### config.mk
export PLATFORM = sky130hd
export DESIGN_NAME = om_otf_convert
export DESIGN_NICKNAME = d
export VERILOG_FILES = /design/src/rtl/om_pkg.sv /design/src/rtl/om_otf_step.sv /design/src/rtl/om_otf_convert.sv
export SDC_FILE = /design/constraint.sdc
export NUM_CORES = 1
export LEC_CHECK = 0
export ABC_AREA = 1
export BUFFER_PORTS_ARGS = -buffer_cell sky130_fd_sc_hd__buf_2
export CAP_MARGIN = 20
export CORE_UTILIZATION = 60
export DETAILED_ROUTE_END_ITERATION = 8
export PLACE_DENSITY = 0.84
export SYNTH_ARGS = -nofsm -noshare
export SYNTH_HDL_FRONTEND = slang
export SYNTH_SLANG_ARGS = --single-unit
### constraint.sdc
create_clock -name clk -period 4.2 [get_ports clk]
set_clock_uncertainty 0.2 [all_clocks]
set_input_delay 0.42 -clock clk [delete_from_list [all_inputs] [get_ports clk]]
set_output_delay 0.42 -clock clk [all_outputs]
set_load 0.01 [all_outputs]
### src/rtl/om_pkg.sv
`default_nettype none
// ============================================================================
// om_pkg : digit encodings, FSM state type and a signed-digit helper shared by
//          the on-the-fly converter and its bench.
// Rev 1.0 : initial release
// ============================================================================
package om_pkg;

    localparam logic [1:0] DIG_POS  = 2'b10;
    localparam logic [1:0] DIG_NEG  = 2'b01;
    localparam logic [1:0] DIG_ZERO = 2'b00;

    typedef enum logic [1:0] {
        IDLE = 2'd0,
        CONV = 2'd1,
        DONE = 2'd2
    } state_t;

    // Code 2'b11 is a redundant zero.
    function automatic int dig_val(input logic [1:0] code);
        case (code)
            DIG_POS: dig_val = 1;
            DIG_NEG: dig_val = -1;
            default: dig_val = 0;
        endcase
    endfunction

endpackage
`default_nettype wire

### src/rtl/om_otf_step.sv
`default_nettype none
// ============================================================================
// om_otf_step : one on-the-fly conversion step, updating the Q/QM pair for a
//               single radix-2 signed digit.
// Rev 1.0 : initial release
// ============================================================================
module om_otf_step
    import om_pkg::*;
#(
    parameter int W = 12
) (
    input  logic [W-1:0] i_q,
    input  logic [W-1:0] i_qm,
    input  logic [1:0]   i_d,
    output logic [W-1:0] o_q_next,
    output logic [W-1:0] o_qm_next
);

    logic [W-1:0] w_q_sh;
    logic [W-1:0] w_qm_sh;

    assign w_q_sh  = {i_q[W-2:0],  1'b0};
    assign w_qm_sh = {i_qm[W-2:0], 1'b0};

    always_comb begin
        o_q_next  = w_q_sh;
        o_qm_next = w_qm_sh | W'(1);
        case (i_d)
            DIG_POS: begin
                o_q_next  = w_q_sh | W'(1);
                o_qm_next = w_q_sh;
            end
            DIG_NEG: begin
                o_q_next  = w_qm_sh | W'(1);
                o_qm_next = w_qm_sh;
            end
            default: begin
                o_q_next  = w_q_sh;
                o_qm_next = w_qm_sh | W'(1);
            end
        endcase
    end

endmodule
`default_nettype wire

### src/rtl/om_otf_convert.sv
`default_nettype none
// ============================================================================
// om_otf_convert : serial MSD-first signed-digit to two's-complement converter
//                  with valid/ready input and output ports.
// Rev 1.0 : initial release
// ============================================================================
module om_otf_convert
    import om_pkg::*;
#(
    parameter int NDIG = 11,
    parameter int CW   = $clog2(NDIG+1)
) (
    input  logic              clk,
    input  logic              nReset,
    input  logic              in_valid,
    output logic              in_ready,
    input  logic [2*NDIG-1:0] z_in,
    output logic              out_valid,
    input  logic              out_ready,
    output logic [NDIG:0]     q_out,
    output logic              busy
);

    state_t            r_state;
    state_t            w_state_next;
    logic [2*NDIG-1:0] r_sh;
    logic [NDIG:0]     r_q;
    logic [NDIG:0]     r_qm;
    logic [CW-1:0]     r_cnt;
    logic [NDIG:0]     r_q_out;
    logic [NDIG:0]     w_q_next;
    logic [NDIG:0]     w_qm_next;
    logic              w_load;
    logic              w_last;

    assign w_load = in_valid & in_ready;
    assign w_last = (r_cnt == CW'(NDIG-1));
    assign q_out  = r_q_out;

    always_ff @(posedge clk or negedge nReset) begin
        if (!nReset) r_state <= IDLE;
        else         r_state <= w_state_next;
    end

    always_comb begin
        w_state_next = r_state;
        case (r_state)
            IDLE:    if (in_valid) w_state_next = CONV;
            CONV:    if (w_last)   w_state_next = DONE;
            DONE:    if (out_ready) w_state_next = in_valid ? CONV : IDLE;
            default: w_state_next = IDLE;
        endcase
    end

    always_comb begin
        in_ready  = (r_state == IDLE) | ((r_state == DONE) & out_ready);
        out_valid = (r_state == DONE);
        busy      = (r_state == CONV);
    end

    om_otf_step #(
        .W (NDIG+1)
    ) u_step (
        .i_q       (r_q),
        .i_qm      (r_qm),
        .i_d       (r_sh[1:0]),
        .o_q_next  (w_q_next),
        .o_qm_next (w_qm_next)
    );

    // QM starts at -1 so a leading -1 digit yields Q = -1 after the first step.
    always_ff @(posedge clk or negedge nReset) begin
        if (!nReset) begin
            r_sh    <= '0;
            r_q     <= '0;
            r_qm    <= '1;
            r_cnt   <= '0;
            r_q_out <= '0;
        end else if (w_load) begin
            r_sh  <= z_in;
            r_q   <= '0;
            r_qm  <= '1;
            r_cnt <= '0;
        end else if (r_state == CONV) begin
            r_sh  <= r_sh >> 2;
            r_q   <= w_q_next;
            r_qm  <= w_qm_next;
            r_cnt <= r_cnt + CW'(1);
            if (w_last) r_q_out <= w_q_next;
        end
    end

endmodule
`default_nettype wire
-- Word-level counts from Yosys, hierarchy flattened
Index checks and enable logic that the tools add are counted.
- register bits: 62
- latch bits: 0
- memory bits (writable): 0
- bits in read-only memories: 0
- bits of input ports: 26
- output and inout port bits: 15
- logic and storage cells: 38
- memories: 0
- $add $sub $neg: 1
- multipliers: 0
- div/mod/pow operators: 0
- magnitude comparators: 0
- eq/ne operators: 8
- shift operators: 0
- mux-type cells: 15
- bitwise logic cells: 4
- reduce and logical (&&, ||, !) cells: 4
- operators by type and width (operator ; count):
    $mux W11 ; 4
    $mux W22 ; 2
    $pmux W12 S2 ; 1
    $pmux W11 S2 ; 1
    $mux W4 ; 2
    $mux W2 ; 3
    $pmux W2 S3 ; 1
    $reduce_and A3 Y1 ; 2
    $add A4 B1 Y4 const B ; 1
    $eq A2 B1 Y1 const B ; 2
    $eq A2 B2 Y1 const B ; 2
    $eq A4 B4 Y1 const B ; 1
    $ne A2 B1 Y1 const B ; 2
    $and A1 B1 Y1 ; 2
    $logic_not A2 Y1 ; 1
    $ne A2 B2 Y1 const B ; 1
    $reduce_bool A2 Y1 ; 1
    $mux W1 ; 1
    $not A1 Y1 ; 1
    $or A1 B1 Y1 ; 1

-- Depth between registers and ports, before layout
Gate-level depths: netlist (run 1).
- depth after elaboration: 6
- gate-level depth with buffers: 9

-- Hierarchy
A second synthesis (run 1) with hierarchy kept.
- cells, all modules: 460
- area total of the unflattened synthesis: 3310.7 µm²
- modules (own cells, without submodules) (module ; instances ; cells an instance ; area an instance (µm²)):
    om_otf_convert ; 1 ; 362 ; 2910.3
    om_otf_step ; 1 ; 98 ; 400.4

-- Worst setup path before layout (run 1)
Ideal clock, no wire load.
- path kind: reg-to-reg
- from: register r_sh[0]
- to: register r_qm[7]
- arrival time: 1.317 ns
- setup slack: 2.625 ns
- cell stages (with the launch flop): 9
- path buffers: 1
- period minus slack after synthesis: 1.575 ns
- cell sequence: dfrtp_1 inv_1 ha_1 inv_1 clkbuf_1 nand3_1 nand3_1 nand2_1 inv_1
- cells in the longest elaborated chain, start to end: 4
- elaborated cells between the ends (all ways): 5
- classes of those cells: eq/ne: 2; mux: 3
- ends and longest elaborated chain (what ; RTL line ; RTL):
    from (decl) ; om_otf_convert.sv:26 ; logic [2*NDIG-1:0] r_sh;
    from (signal assigned) ; om_otf_convert.sv:80 ; r_sh <= z_in;
    from (signal assigned) ; om_otf_convert.sv:85 ; r_sh <= r_sh >> 2;
    $eq A2 B1 Y1 / $eq A2 B2 Y1 (equally long branches) ; om_otf_step.sv:28 ; case (i_d)
    $pmux W11 S2 * ; om_otf_step.sv:28 ;
    $mux W11 * ; om_otf_convert.sv:84 ; end else if (r_state == CONV) begin
    $mux W11 * ; om_otf_convert.sv:79 ; end else if (w_load) begin
    to (signal assigned) ; om_otf_convert.sv:87 ; r_qm <= w_qm_next;
    to (decl) ; om_otf_convert.sv:28 ; logic [NDIG:0] r_qm;
Mark *: on every way between the ends. The rest lies on a longest branch, timed or not. The select of a mux whose other input is x is not followed.
A chain may end at the register's enable or synchronous reset.

-- Worst setup path after layout (run 1)
- from: register r_state[1]
- to: output port busy
- cells in the longest elaborated chain, start to end: 1
- ends and longest elaborated chain (what ; RTL line ; RTL):
    from (decl) ; om_otf_convert.sv:24 ; state_t r_state;
    from (signal assigned) ; om_otf_convert.sv:42 ; else r_state <= w_state_next;
    $eq A2 B1 Y1 ; om_otf_convert.sv:58 ; busy = (r_state == CONV);
    to (decl) ; om_otf_convert.sv:21 ; output logic busy
Every way passes these cells.

==> tab_implementation.tex, run 1 <==
\begin{tabular}{lr}
\hline
Metric & Value \\
\hline
\multicolumn{2}{l}{\textbf{Placement}} \\
Post-placement cell area & 3180 um\^{}2 \\
Hpwl dp & 3860 um \\
IO Port Bufs & 40 \\
Final weighted congestion in routability-driven placement & 0.788 \\
\multicolumn{2}{l}{\textbf{Setup path}} \\
Startpoint type of the worst setup path & flop \\
WS Path Type & flop to output pin \\
Worst-path fanout max & 30 \\
Crit path capture type & output pin \\
Startpoint of the worst register-to-register path & r\_state[1]\$\_DFFE\_PN0P\_ \\
Data arrival time of the critical path & between 1500 and 2000 ps \\
Start point of the critical path & r\_state[1]\$\_DFFE\_PN0P\_ \\
Capture point of the worst reg-to-reg path & q\_out[1]\$\_DFFE\_PN0P\_ \\
R2R cell count & 6 \\
Timing endpoint of the critical path & busy \\
Worst reg-to-reg setup slack & between 1500 and 2000 ps \\
Critical path data required time & 3580 ps \\
\multicolumn{2}{l}{\textbf{Clocking}} \\
Clk Latency, worst-skew pair & 330 ps \\
Hold-fix buffers at CTS & 0 \\
Clock-pin slew on the worst setup and hold paths & 60 ps \\
Post-CTS setup buffers & 0 \\
Clock tree from TritonCTS & yes \\
Clock tree root driver cell & sky130\_fd\_sc\_hd\_\_clkbuf\_8 \\
Cts bufs inserted & 9 \\
Bufs on Longest Clock Path & 2 \\
Count of clock tree sinks & 62 \\
Count of cells resized by post-cts repair & 0 \\
\# H-tree levels & 3 \\
\multicolumn{2}{l}{\textbf{Floorplan}} \\
Row cnt & 25 \\
Core area & $\sim$4800 um\^{}2 \\
Width of the die & a little over 70 um \\
Count of pins on the block boundary & 41 \\
Total die area & between 5000 and 6000 um\^{}2 \\
Starting density of the core & 0.628 \\
Height of the chip & 72.8 um \\
\multicolumn{2}{l}{\textbf{Power}} \\
Flop pwr share & 0.405 \\
Highest ir drop seen on vdd & 0.384 mV \\
Fraction of power spent switching nets & 0.424 \\
Portion of total power attributed to the clock network & 0.167 \\
Reported net switching power & 1.11 mW \\
Internal cell power & 1.50 mW \\
Areal power density over the cells & 775 nW/um\^{}2 \\
Combinational fraction of design power & 0.428 \\
Standby leakage power & 1.85 nW \\
\multicolumn{2}{l}{\textbf{Final layout}} \\
Fraction of layout instances using a drive strength above 1 & 0.171 \\
Diodes inserted & 0 \\
Cell area after layout & 3370 um\^{}2 \\
Layout overhead on the synthesized area & 12.0\% \\
Post-layout nets & 447 \\
\multicolumn{2}{l}{\textbf{Drt}} \\
Initial DRC Count & 220 \\
First-pass detailed-route iteration total & 4 \\
Count of nets left with antenna violations after detail routing & 0 \\
Detailed-route wire length per cell & 12.5 um \\
Via-to-Cell Ratio & 5.23 \\
Final Routed Wirelength & slightly above 6000 um \\
Count of vias placed by the detailed router & about 2,600 \\
Drc violations & 0 \\
\multicolumn{2}{l}{\textbf{Global routing}} \\
Pin count of the biggest net entering global routing & between 60 and 70 \\
Via count of the first global-routing pass & 2,408 \\
Initial antenna violation count & 0 \\
Aggregate global-route resource usage & 0.259 \\
GR Overflow Total & 0 \\
Wire length of the first global-routing pass & 10,400 um \\
\multicolumn{2}{l}{\textbf{Run}} \\
Maximum capacitance violations & 0 \\
\multicolumn{2}{l}{\textbf{STA}} \\
Pins Over Slew Limit & 0 \\
Total Negative Setup Slacks & 0 ps \\
Fraction of the cycle the final worst path needs & 0.570 \\
Final Setup Violations & 0 \\
Unrepaired setup endpoints after global routing & no \\
Worst slew margin & 0.481 \\
Shortest clock period the worst path allows after layout & 2400 ps \\
Final hold viol count & 0 \\
Transition time of the tightest slew-check pin & 777 ps \\
Max Freq & 418 MHz \\
\multicolumn{2}{l}{\textbf{Logic synthesis}} \\
Proportion of netlist area held by the largest area contributor & 0.425 \\
Main area contributors after synthesis & sky130\_fd\_sc\_hd\_\_dfrtp\_1, sky130\_fd\_sc\_hd\_\_nand2\_1, sky130\_fd\_sc\_hd\_\_nand3\_1, sky130\_fd\_sc\_hd\_\_dfstp\_2, sky130\_fd\_sc\_hd\_\_inv\_1 \\
Post-Syn Instances & between 300 and 400 \\
Syn Std Cell Area & 3010 um\^{}2 \\
Top-count cell post-synth & sky130\_fd\_sc\_hd\_\_nand2\_1 \\
Synth warnings & 0 \\
Proportion of synthesized chip area in sequential cells & 0.521 \\
Flop and latch count out of synthesis & 62 \\
Async S/R FF share, synth & 1.00 \\
Post-Syn Nets & slightly above 400 \\
Most frequent cells after synthesis & sky130\_fd\_sc\_hd\_\_nand2\_1, sky130\_fd\_sc\_hd\_\_nand3\_1, sky130\_fd\_sc\_hd\_\_dfrtp\_1 \\
Most common flop cell mapped by yosys & sky130\_fd\_sc\_hd\_\_dfrtp\_1 \\
Distinct cell type count after synthesis & 18 \\
Avg Cell Area, Syn & 7.83 um\^{}2 \\
Number of synthesized flops with an enable pin & 0 \\
Biggest area consumer among synthesized cells & sky130\_fd\_sc\_hd\_\_dfrtp\_1 \\
\multicolumn{2}{l}{\textbf{Status}} \\
Result of the run & finished clean \\
\multicolumn{2}{l}{\textbf{Worst hold path}} \\
Hold/Removal Path Class & input port to async pin \\
\hline
\end{tabular}
stage by stage:
stage / instances / power (mW) / setup WS (ps) / util / hold WS (ps)
floorplan: 384 / 1.93 / 2620 / - / -75.6
global placement: 472 / 2.10 / 1930 / 0.664 / 257
detailed placement: 472 / 2.16 / 1890 / 0.664 / 260
CTS: 488 / 2.61 / 1810 / 0.698 / 65.5
global route: 489 / 2.83 / 1700 / 0.703 / 74.5
finish: 489 / 2.61 / 1800 / 0.703 / 44.7
per-layer routing:
layer,share of wire,track usage,vias up
met3,0.043,0.0470,13
met5,0,0,-
met2,0.48,0.430,84
met4,0.023,0.135,0
met1,0.46,0.327,1181
li1,-,-,1280
cells in the final DEF (no fill, tap or decap), types with 3 or more instances in the layout:
master	Yosys	routed
sky130_fd_sc_hd__buf_2	9	40
sky130_fd_sc_hd__buf_4	6	4
sky130_fd_sc_hd__clkbuf_1	5	5
sky130_fd_sc_hd__clkbuf_8	0	10
sky130_fd_sc_hd__dfrtp_1	51	51
sky130_fd_sc_hd__dfstp_2	11	11
sky130_fd_sc_hd__ha_1	4	4
sky130_fd_sc_hd__inv_1	31	31
sky130_fd_sc_hd__inv_2	3	3
sky130_fd_sc_hd__nand2_1	145	145
sky130_fd_sc_hd__nand3_1	85	85
sky130_fd_sc_hd__nor2_1	12	12
sky130_fd_sc_hd__o21ai_0	12	12
sky130_fd_sc_hd__o21ai_1	3	3
worst max-delay path: stages, from the launching register on:
cell and delay (ps):
sky130_fd_sc_hd__dfrtp_1 430, sky130_fd_sc_hd__nor2_4 410, sky130_fd_sc_hd__buf_4 390, sky130_fd_sc_hd__buf_2 200
kinds of logic after synthesis:
kind of cell	count (synthesis)	share of synthesized area
and+or+nand+nor	244	0.343
DFF	62	0.521
buffers and inverters	57	0.0899
AOI/OAI and AO/OA	17	0.0291
adders and majority gates	4	0.0167
power by group through the flow:
stage	clock network (mW)	registers (mW)	logic (mW)
floorplan	0	1.04	0.890
global placement	0	1.05	1.05
detailed placement	0	1.06	1.09
CTS	0.449	1.06	1.10
global route	0.470	1.08	1.28
finish	0.436	1.06	1.12
worst min-delay path by stage:
| stage | from | end | depth (start not counted) |
|---|---|---|---|
| 6_report | nReset | q_out[9]$_DFFE_PN0P_ | 2 |
| 3_3_place_gp | q_out[10]$_DFFE_PN0P_ | q_out[10]$_DFFE_PN0P_ | 2 |
| 4_1_cts | nReset | q_out[9]$_DFFE_PN0P_ | 2 |
| 3_5_place_dp | q_out[7]$_DFFE_PN0P_ | q_out[7]$_DFFE_PN0P_ | 2 |
| 5_1_grt | z_in[20] | r_sh[20]$_DFFE_PN0P_ | 3 |
| 2_1_floorplan | nReset | q_out[0]$_DFFE_PN0P_ | 0 |
final cells by class:
type	count	area (um^2)
clock buffers	15	156
clock inverters	1	5.00
fillers	412	1420
inverters	34	128
multi-input cells	265	1170
flip-flops and latches	62	1570
well taps	67	83.8
repair buffers	45	258
flip-flops by register name (all words and copies together) (netlist names):
name / cells
r_state: 2
r_sh: 22
q_out: 12
r_cnt: 4
r_q: 11
r_qm: 11
No activity file was read; power rests on OpenSTA's default activity.
==> inputs of run 2 (changes only) <==
--- a/config.mk
+++ b/config.mk
@@ -5,12 +5,12 @@
 export SDC_FILE = /design/constraint.sdc
 export NUM_CORES = 1
 export LEC_CHECK = 0
-export ABC_AREA = 1
+export ABC_AREA = 0
 export BUFFER_PORTS_ARGS = -buffer_cell sky130_fd_sc_hd__buf_2
 export CAP_MARGIN = 20
-export CORE_UTILIZATION = 60
+export CORE_UTILIZATION = 51
 export DETAILED_ROUTE_END_ITERATION = 8
-export PLACE_DENSITY = 0.84
+export PLACE_DENSITY = 0.76
 export SYNTH_ARGS = -nofsm -noshare
 export SYNTH_HDL_FRONTEND = slang
 export SYNTH_SLANG_ARGS = --single-unit
==> constraint.sdc (replaced) <==
create_clock -name clk -period 2.1 [get_ports clk]
set_clock_uncertainty 0.2 [all_clocks]
set_input_delay 0.21 -clock clk [delete_from_list [all_inputs] [get_ports clk]]
set_output_delay 0.21 -clock clk [all_outputs]
set_load 0.01 [all_outputs]
==> run 2 against run 1 <==
Compared with the run above:
- flip-flop and latch count did not move
- cell area grew 5.7%
- die area up 11%
- core utilization decreased by 2.4 points
- routed wire length is 5.7% higher
- final cell count down 23%
- count of clock-buffer cells in the layout is 6 lower
- critical path depth up 2
- worst setup slack worse by 1700 ps
- synthesized cell count is 38% lower
- largest cell class unchanged
- highest routed layer unchanged
==> tab_implementation.tex, run 2 <==
\begin{tabular}{lr}
\hline
Metric & Value \\
\hline
\multicolumn{2}{l}{\textbf{Status}} \\
Result of the run & finished clean \\
\multicolumn{2}{l}{\textbf{Worst hold path}} \\
Hold/Removal Path Class & input port to flop \\
Endpoint of the worst hold-timing path & r\_sh[10]\$\_DFFE\_PN0P\_ \\
Min-Delay Startpoint & z\_in[10] \\
Cells on Worst Hold Path & 3 \\
\multicolumn{2}{l}{\textbf{Logic synthesis}} \\
Proportion of synthesized chip area in sequential cells & 0.550 \\
Proportion of netlist area held by the largest area contributor & 0.449 \\
Async S/R FF share, synth & 1.00 \\
Avg Cell Area, Syn & 12.0 um\^{}2 \\
Post-Syn Nets & between 200 and 300 \\
Flop and latch count out of synthesis & between 60 and 70 \\
Synth warnings & 0 \\
Number of synthesized flops with an enable pin & 0 \\
Post-Syn Instances & between 200 and 250 \\
Main area contributors after synthesis & sky130\_fd\_sc\_hd\_\_dfrtp\_1, sky130\_fd\_sc\_hd\_\_dfstp\_2, sky130\_fd\_sc\_hd\_\_a221o\_1, sky130\_fd\_sc\_hd\_\_and3\_1, sky130\_fd\_sc\_hd\_\_mux2\_4 \\
Most frequent cells after synthesis & sky130\_fd\_sc\_hd\_\_dfrtp\_1, sky130\_fd\_sc\_hd\_\_a221o\_1, sky130\_fd\_sc\_hd\_\_and3\_1 \\
Most common flop cell mapped by yosys & sky130\_fd\_sc\_hd\_\_dfrtp\_1 \\
Distinct cell type count after synthesis & 39 \\
Top-count cell post-synth & sky130\_fd\_sc\_hd\_\_dfrtp\_1 \\
Biggest area consumer among synthesized cells & sky130\_fd\_sc\_hd\_\_dfrtp\_1 \\
Syn Std Cell Area & 2850 um\^{}2 \\
\multicolumn{2}{l}{\textbf{Power}} \\
Highest ir drop seen on vdd & between 0.9 and 1 mV \\
Areal power density over the cells & 1520 nW/um\^{}2 \\
Power Total & around 5.4 mW \\
Standby leakage power & around 1.7 nW \\
\multicolumn{2}{l}{\textbf{Global routing}} \\
Wire length of the first global-routing pass & between 10,000 and 15,000 um \\
GR Overflow Total & 0 \\
Via count of the first global-routing pass & 2,201 \\
Initial antenna violation count & 0 \\
Aggregate global-route resource usage & 0.244 \\
Pin count of the biggest net entering global routing & a little over 40 \\
\multicolumn{2}{l}{\textbf{Floorplan}} \\
Row cnt & 26 \\
Core area & 5240 um\^{}2 \\
Width of the die & 76.7 um \\
Height of the chip & 76.7 um \\
Total die area & 5880 um\^{}2 \\
Count of pins on the block boundary & 41 \\
Starting density of the core & 0.543 \\
\multicolumn{2}{l}{\textbf{Clocking}} \\
Post-CTS setup buffers & 0 \\
Bufs on Longest Clock Path & 2 \\
Count of clock tree sinks & 62 \\
\# H-tree levels & 3 \\
Clk Latency, worst-skew pair & around 340 ps \\
Clock tree from TritonCTS & yes \\
Cts bufs inserted & 9 \\
Clock-pin slew on the worst setup and hold paths & 70 ps \\
Clock tree root driver cell & sky130\_fd\_sc\_hd\_\_clkbuf\_8 \\
\multicolumn{2}{l}{\textbf{Final layout}} \\
Leading cell type in the layout, fill and taps excluded & sky130\_fd\_sc\_hd\_\_dfrtp\_1 \\
Layout overhead on the synthesized area & 25.0\% \\
Filler cell count in the final layout & 390 \\
Register cell area after layout & 1570 um\^{}2 \\
Multi-input combinational cell area & 1150 um\^{}2 \\
Diodes inserted & 0 \\
Final non-filler cell total & 375 \\
End-of-flow core utilization & 0.679 \\
Highest-count cells in the layout ignoring fill and taps & sky130\_fd\_sc\_hd\_\_dfrtp\_1, sky130\_fd\_sc\_hd\_\_buf\_2, sky130\_fd\_sc\_hd\_\_dlygate4sd3\_1, sky130\_fd\_sc\_hd\_\_and3\_1, sky130\_fd\_sc\_hd\_\_a221o\_1 \\
Post-layout nets & 330 \\
Register bank with the most flops & r\_sh \\
Number of flip-flops in the largest register & 22 \\
Fraction of layout instances using a drive strength above 1 & 0.302 \\
\multicolumn{2}{l}{\textbf{Placement}} \\
Placed Instances & around 340 \\
IO Port Bufs & 40 \\
Worst setup slack before clock tree synthesis & 128 ps \\
Hpwl dp & 3890 um \\
Final weighted congestion in routability-driven placement & 0.739 \\
\multicolumn{2}{l}{\textbf{STA}} \\
Unrepaired setup endpoints after global routing & no \\
Total Negative Setup Slacks & 0 ps \\
Final hold viol count & 0 \\
Fin worst setup slack & 115 ps \\
Pins Over Slew Limit & 0 \\
Worst slew margin & 0.614 \\
Transition time of the tightest slew-check pin & 579 ps \\
Max Freq & between 500 and 600 MHz \\
Final Setup Violations & 0 \\
Fraction of the cycle the final worst path needs & 0.945 \\
Shortest clock period the worst path allows after layout & approximately 2000 ps \\
\multicolumn{2}{l}{\textbf{Setup path}} \\
Worst reg-to-reg setup slack & 120 ps \\
Crit path capture type & flop \\
Startpoint type of the worst setup path & flop \\
Worst path slowest cell & sky130\_fd\_sc\_hd\_\_or2\_1 \\
R2R cell count & 5 \\
Data arrival time of the critical path & about 2000 ps \\
WS Path Type & flop to flop \\
Startpoint of the worst register-to-register path & r\_sh[0]\$\_DFFE\_PN0P\_ \\
Critical path data required time & 2130 ps \\
Capture point of the worst reg-to-reg path & q\_out[1]\$\_DFFE\_PN0P\_ \\
Stage delay of the slowest cell on the critical path & around 400 ps \\
Cell-by-cell trace of the critical path & inv\_1, ha\_1, or2\_1, a22o\_1, mux2\_1 \\
Worst-path fanout max & 11 \\
\multicolumn{2}{l}{\textbf{Drt}} \\
Count of vias placed by the detailed router & 2,207 \\
Drc violations & 0 \\
Detailed-route wire length per cell & between 15 and 20 um \\
Via-to-Cell Ratio & a little under 6 \\
Initial DRC Count & 153 \\
Final Routed Wirelength & around 6400 um \\
Count of nets left with antenna violations after detail routing & 0 \\
First-pass detailed-route iteration total & 4 \\
\multicolumn{2}{l}{\textbf{Run}} \\
Maximum capacitance violations & 0 \\
\hline
\end{tabular}
[run 2: cell count changes after synthesis, moves of 11 or more]
cell / delta
sky130_fd_sc_hd__and3_1: +18
sky130_fd_sc_hd__a221o_1: +18
sky130_fd_sc_hd__a22oi_1: +11
sky130_fd_sc_hd__inv_1: -26
sky130_fd_sc_hd__nand3_1: -82
sky130_fd_sc_hd__nand2_1: -131
[run 2: how the worst max path moves through the flow]
| stage | depth (start not counted) | to | from |
|---|---|---|---|
| 4_1_cts | 4 | busy | r_state[1]$_DFFE_PN0P_ |
| 2_1_floorplan | 6 | q_out[2]$_DFFE_PN0P_ | r_sh[0]$_DFFE_PN0P_ |
| 6_report | 5 | q_out[1]$_DFFE_PN0P_ | r_sh[0]$_DFFE_PN0P_ |
| 5_1_grt | 5 | q_out[1]$_DFFE_PN0P_ | r_sh[0]$_DFFE_PN0P_ |
| 3_5_place_dp | 5 | q_out[1]$_DFFE_PN0P_ | r_sh[0]$_DFFE_PN0P_ |
| 3_3_place_gp | 5 | q_out[1]$_DFFE_PN0P_ | r_sh[0]$_DFFE_PN0P_ |
[run 2: layout make-up]
type / count / area share
clock inverter: 7 / 0.0278
multi-input combinational: 149 / 0.324
inverter: 6 / 0.00633
timing repair buffer: 72 / 0.143
clock buffer: 9 / 0.0348
sequential: 62 / 0.440
tap: 70 / 0.0246
[run 2: what timing repair did]
action	4_1_cts	5_1_grt
hold buffers	20	0
resized for setup	0	1
endpoints found under the hold margin	36	0
endpoints found under the setup margin	0	1
[run 2: cell families after synthesis]
group	count (synthesis)	synth area share
simple gates	55	0.108
flops	62	0.550
buf+inv	26	0.0453
fa+ha+maj	4	0.0176
xor+xnor	1	0.00308
compound gates	78	0.224
mux	11	0.0523
[run 2: per-stage QoR]
stage | hold slack, ps | cell area, um^2
after global placement | 24.6 | 3130
after global routing | 21.2 | 3560
after floorplan | -286 | 2850
after CTS | 1.94 | 3550
after detailed placement | 30.7 | 3130
final | 6.98 | 3560
[run 2: metal layers]
metal / global-route usage / part of all wire
met1: 0.341 / 0.47
met2: 0.369 / 0.48
met3: 0.0595 / 0.036
met4: 0.0942 / 0.0089
met5: 0 / 0
[run 2: power breakdown]
| group | leakage [nW] | switching [mW] | internal, mW |
|---|---|---|---|
| combinational | 0.838 | 1.03 | 1.02 |
| sequential | 0.783 | 0.379 | 1.79 |
| clock | 0.109 | 0.501 | 0.671 |
| total | 1.73 | 1.91 | 3.49 |
[run 2: worst max-delay path: cells and delay by family (launching register included)]
kind                       cells  cell delay, ps
adders and majority gates      1             310
muxes                          1             290
and+or+nand+nor                1             400
DFF                            1             350
buffers and inverters          1              60
AOI/OAI and AO/OA              1             260
